**config.mk**
```make
export PLATFORM = sky130hd
export DESIGN_NAME = hazard_stall_ctrl
export DESIGN_NICKNAME = d
export VERILOG_FILES = /design/src/rtl/pipeline_ctrl_pkg.sv /design/src/rtl/hazard_stall_ctrl_sat_counter.sv /design/src/rtl/hazard_stall_ctrl.sv
export SDC_FILE = /design/constraint.sdc
export NUM_CORES = 1
export LEC_CHECK = 0
export CAP_MARGIN = 20
export CORE_MARGIN = 2
export CORE_UTILIZATION = 40
export CTS_BUF_LIST = sky130_fd_sc_hd__clkbuf_16
export DETAILED_ROUTE_END_ITERATION = 7
export MAX_ROUTING_LAYER = met4
export PLACE_DENSITY = 0.78
export SYNTH_ARGS = -nofsm -noshare
export SYNTH_HDL_FRONTEND = slang
export SYNTH_SLANG_ARGS = --single-unit
```
**constraint.sdc**
```tcl
create_clock -name clk -period 2.06 [get_ports clk]
set_input_delay 0.412 -clock clk [delete_from_list [all_inputs] [get_ports clk]]
set_output_delay 0.412 -clock clk [all_outputs]
set_load 0.01 [all_outputs]
```
**src/rtl/pipeline_ctrl_pkg.sv**
```systemverilog
// Shared types and constants for the pipeline control slice: FSM state
// encoding, NOP opcode and register-index width.
package pipeline_ctrl_pkg;

   localparam int REG_IDX_W   = 3;
   localparam int OPCODE_W    = 5;
   localparam int FLUSH_CNT_W = 4;

   localparam logic [OPCODE_W-1:0] OP_NOP = 5'b00000;

   typedef enum logic [1:0] {
      CTRL_RUN      = 2'd0,
      CTRL_MEM_WAIT = 2'd1,
      CTRL_FLUSH    = 2'd2
   } ctrl_state_e;

   // A NOP reads no registers, so it can never be the victim of a load-use hazard.
   function automatic logic load_use_hit(
      input logic                 ex_mem_read,
      input logic [REG_IDX_W-1:0] ex_rd,
      input logic [OPCODE_W-1:0]  opcode,
      input logic [REG_IDX_W-1:0] rs,
      input logic [REG_IDX_W-1:0] rd
   );
      return ex_mem_read && (opcode != OP_NOP) && ((ex_rd == rs) || (ex_rd == rd));
   endfunction

endpackage

```
**src/rtl/hazard_stall_ctrl_sat_counter.sv**
```systemverilog
// Saturating up-counter used for the stall/flush performance counters;
// clr has priority and the count sticks at all-ones.
module sat_counter #(
   parameter int W = 16
) (
   input  logic         clk,
   input  logic         clr,
   input  logic         inc,
   output logic [W-1:0] count
);

   always_ff @(posedge clk) begin
      if (clr) begin
         count <= '0;
      end else if (inc && (count != {W{1'b1}})) begin
         count <= count + W'(1);
      end
   end

endmodule

```
**src/rtl/hazard_stall_ctrl.sv**
```systemverilog
// Pipeline hazard/stall controller: sequences PC, fetch/decode and
// decode/execute enables and flushes for load-use, branch and memory stalls.
module hazard_stall_ctrl
   import pipeline_ctrl_pkg::*;
#(
   parameter int FLUSH_CYCLES = 1,
   parameter int CNT_W        = 16
) (
   input  logic                 clk,
   input  logic                 rst,
   input  logic [OPCODE_W-1:0]  opcode_decode,
   input  logic [REG_IDX_W-1:0] Rs_decode,
   input  logic [REG_IDX_W-1:0] Rd_decode,
   input  logic                 ex_mem_read,
   input  logic [REG_IDX_W-1:0] ex_Rd,
   input  logic                 branch_taken,
   input  logic                 mem_busy,
   output logic                 pc_write_en,
   output logic                 fd_write_en,
   output logic                 fd_flush,
   output logic                 de_flush,
   output logic [CNT_W-1:0]     stall_cycles,
   output logic [CNT_W-1:0]     flush_events,
   output logic [1:0]           ctrl_state
);

   localparam logic [FLUSH_CNT_W-1:0] FLUSH_LOAD = FLUSH_CNT_W'(FLUSH_CYCLES - 1);

   ctrl_state_e            state_q, state_n;
   logic [FLUSH_CNT_W-1:0] flush_cnt_q, flush_cnt_n;
   logic                   load_use;
   logic                   flush_inc;
   logic                   stall_inc;

   assign load_use = load_use_hit(ex_mem_read, ex_Rd, opcode_decode, Rs_decode, Rd_decode);

   always_ff @(posedge clk) begin
      if (rst) begin
         state_q     <= CTRL_RUN;
         flush_cnt_q <= '0;
      end else begin
         state_q     <= state_n;
         flush_cnt_q <= flush_cnt_n;
      end
   end

   // MEM_WAIT behaves exactly like RUN once memory releases, so both share
   // the RUN decode; FLUSH only ever redirects or freezes.
   always_comb begin
      state_n     = state_q;
      flush_cnt_n = flush_cnt_q;
      pc_write_en = 1'b1;
      fd_write_en = 1'b1;
      fd_flush    = 1'b0;
      de_flush    = 1'b0;
      flush_inc   = 1'b0;

      if (mem_busy) begin
         pc_write_en = 1'b0;
         fd_write_en = 1'b0;
         if (state_q != CTRL_FLUSH) begin
            state_n = CTRL_MEM_WAIT;
         end
      end else if (state_q == CTRL_FLUSH) begin
         fd_flush    = 1'b1;
         de_flush    = 1'b1;
         flush_cnt_n = flush_cnt_q - FLUSH_CNT_W'(1);
         if (flush_cnt_q <= FLUSH_CNT_W'(1)) begin
            state_n = CTRL_RUN;
         end
      end else if (branch_taken) begin
         fd_flush  = 1'b1;
         de_flush  = 1'b1;
         flush_inc = 1'b1;
         if (FLUSH_CYCLES > 1) begin
            flush_cnt_n = FLUSH_LOAD;
            state_n     = CTRL_FLUSH;
         end else begin
            state_n = CTRL_RUN;
         end
      end else if (load_use) begin
         pc_write_en = 1'b0;
         fd_write_en = 1'b0;
         de_flush    = 1'b1;
         state_n     = CTRL_RUN;
      end else begin
         state_n = CTRL_RUN;
      end

      // Reset loads bubbles into both pipeline registers and suppresses counting.
      if (rst) begin
         pc_write_en = 1'b0;
         fd_write_en = 1'b1;
         fd_flush    = 1'b1;
         de_flush    = 1'b1;
         flush_inc   = 1'b0;
      end
   end

   assign stall_inc  = ~pc_write_en & ~rst;
   assign ctrl_state = state_q;

   sat_counter #(.W(CNT_W)) u_stall_cnt (
      .clk   (clk),
      .clr   (rst),
      .inc   (stall_inc),
      .count (stall_cycles)
   );

   sat_counter #(.W(CNT_W)) u_flush_cnt (
      .clk   (clk),
      .clr   (rst),
      .inc   (flush_inc),
      .count (flush_events)
   );

endmodule

```
==> metrics.csv <==
metric,value,unit
grt_overflow,0,
status,completed,
grt_pass1_wl,6.94,mm
die_area,4770,µm²
vias,1716,
critPathCaptureType,primary output,
finalCritPeriodShare,0.980,
rsz0062_at_grt,yes,
htreeDepth,2,
crit_chain,clkdlybuf4s50_1 > buf_4 > a21oi_4 > inv_2 > buf_4 > dlygate4sd2_1,
synth_area,1690,µm²
syn_area_per_cell,8.60,µm²
place_hpwl,3.01,mm
worstMarginPinSlew,0.528,ns
fmax,495,MHz
crit_slowest_cell,clkdlybuf4s50_1,
antenna_cells,0,
skew,0.00360,ns
fin_ws,0.0412,ns
crit_family,buffers and inverters,
period_needed,2.02,ns
grt_pass1_vias,1608,
setup_viol,0,
die_y,69.1,µm
antenna_found_initial,0,
synth_warnings,0,
hold_class,flop to flop,
ir_drop,0.000386,V
crit_fanout,3,
arrival,1.61,ns
drv_slew,0,
row_count,23,
cp-start-kind,input port,
synth-edff-count,0,
synthDistinctLibCells,40,
total_power,1.51,mW
fillers,331,
yosysSeqAreaShare,0.390,
vias_per_cell,5.28,
routedWlPerCell,13.3,µm
cts.sink_count,33,
clockBufferDepth,2,
cts_tree,done,
final_hold_viol_count,0,
syn_inst,197,
clock-root-buffer,clkbuf_16,
slowest_delay,0.44,ns
postRouteAntennaNets,0,
die-width,69.1,µm
ys_async_sr_fraction,0,
p_leak,0.962,nW
syn_nets,218,
finalNetCount,296,
required,1.65,ns
dp_cells,312,
area_delta_synth_final,55.7,%
p_per_area,571,nW/µm²
ys_top_cells_by_area,"dfxtp_1 (39%), xor2_1 (7.2%), nor2_1 (4.9%)",
crit_top_cell,buf_4,
core_area,4030,µm²
path_buf_inv,5,
dr.pass1.iters,4,
multi_input_area,1070,µm²
maxCapViolations,0,
drive_above_1_share,0.244,
insertion_delay,0.27,ns
globalplace.congestion,0.772,
first_iter_violations,71,
synth_area_leader_cell,dfxtp_1,
stdcell_count,325,
hold-worst-slack,0.496,ns
cts_buffers,5,
io_pins,57,
dpl_worst_slack,-0.759,ns
drc,0,
synth_top_area_frac,0.390,
tns,0,ns
regArea,661,µm²
wirelength,4.34,mm
clk_pin_slew_worst_paths,0.05,ns
slew_headroom,0.646,
io_buffers,55,
crit_type,input port to primary output,
ys_seq_elements,33,
grt_max_degree,30,
grt_usage,0.181,
synth-main-ff-cell,dfxtp_1,
start_util,0.420,
[flip-flops by register name, summed over array words and instances (netlist names)]
name,flops
u_stall_cnt.count,16
ctrl_state,1
u_flush_cnt.count,16
[worst register-to-register path, cell delays in order (launching register included)]
cell	delay [ns]
dfxtp_1	0.39
ha_1	0.20
nand3_1	0.11
nor2_1	0.26
buf_4	0.18
inv_1	0.05
or4_1	0.50
a21oi_1	0.14
[cells in the final DEF, fill, tap and decap left out, types with 4 or more instances in the layout]
| master | n |
|---|---|
| xor2_1 | 13 |
| nand4_1 | 5 |
| or3_4 | 5 |
| clkdlybuf4s50_1 | 36 |
| nand3_1 | 11 |
| nor2_1 | 21 |
| a21oi_1 | 6 |
| clkbuf_16 | 5 |
| dlygate4sd2_1 | 4 |
| clkbuf_2 | 4 |
| nand2_1 | 13 |
| o21ai_0 | 10 |
| a21oi_2 | 7 |
| and3_1 | 4 |
| and4_1 | 4 |
| buf_6 | 5 |
| or3_1 | 7 |
| buf_4 | 17 |
| buf_2 | 5 |
| inv_1 | 7 |
| dfxtp_1 | 33 |
[through the flow]
stage / cell area, µm² / utilization
after global routing: 2640 / 0.655
final: 2640 / 0.655
after floorplan: 1690 / -
after CTS: 2530 / 0.627
after global placement: 2390 / 0.594
after detailed placement: 2390 / 0.594
[worst paths after layout]
check                        from                     to  slack, ns  cells past startpoint
min reg2reg  u_stall_cnt.count[6]   u_stall_cnt.count[6]       0.50                      1
max                           rst               fd_flush       0.04                      6
max reg2reg  u_stall_cnt.count[1]  u_stall_cnt.count[14]       0.17                      7
min          u_stall_cnt.count[6]   u_stall_cnt.count[6]       0.50                      1
[repair_timing]
action	4_1_cts	5_1_grt
pin swaps	13	24
setup endpoints to repair	19	20
setup buffers	2	3
gates resized for setup	40	33
gates cloned	0	1
hold buffers	0	0
[synthesized netlist by cell type, types with 4 or more instances]
| cell type | count |
|---|---|
| and3_1 | 4 |
| a21oi_1 | 13 |
| dfxtp_1 | 33 |
| nor2_1 | 22 |
| or3_1 | 12 |
| inv_1 | 6 |
| o21ai_0 | 12 |
| nand4_1 | 5 |
| nand3_1 | 11 |
| nand2_1 | 13 |
| and4_1 | 4 |
| xor2_1 | 14 |
[area by class of cell]
cell class,instances,area share
Inverter,8,0.0114
Clock inverter,2,0.00285
Tap cell,50,0.0237
Clock buffer,5,0.0474
Multi-Input combinational cell,151,0.407
Timing Repair Buffer,76,0.258
Sequential cell,33,0.250
[power breakdown]
| part | internal, mW | total [mW] | switching [mW] | leakage (nW) |
|---|---|---|---|---|
| sequential | 0.645 | 0.650 | 0.00461 | 0.266 |
| clock | 0.431 | 0.677 | 0.246 | 0.0685 |
| combinational | 0.0922 | 0.178 | 0.0862 | 0.627 |
[cell families (layout without fill, tap and decap cells)]
| logic type | count (synthesis) | in the layout | share of synthesized area |
|---|---|---|---|
| buffers and inverters | 14 | 91 | 0.0377 |
| AO/OA/AOI/OAI | 42 | 43 | 0.172 |
| AND/OR/NAND/NOR | 83 | 83 | 0.264 |
| flip-flops | 33 | 33 | 0.390 |
| adder cells (fa/ha/maj) | 2 | 2 | 0.0148 |
| other | 1 | 1 | 0.00221 |
| XOR/XNOR | 17 | 17 | 0.0879 |
| multiplexers | 5 | 5 | 0.0310 |
[metal layers]
metal,global-route usage,vias up,part of all wire
met5,-,-,0
met2,0.307,42,0.50
li1,-,864,-
met4,0.0479,0,0.0092
met3,0.0556,6,0.056
met1,0.209,804,0.43
No activity file was read; power rests on OpenSTA's default activity.
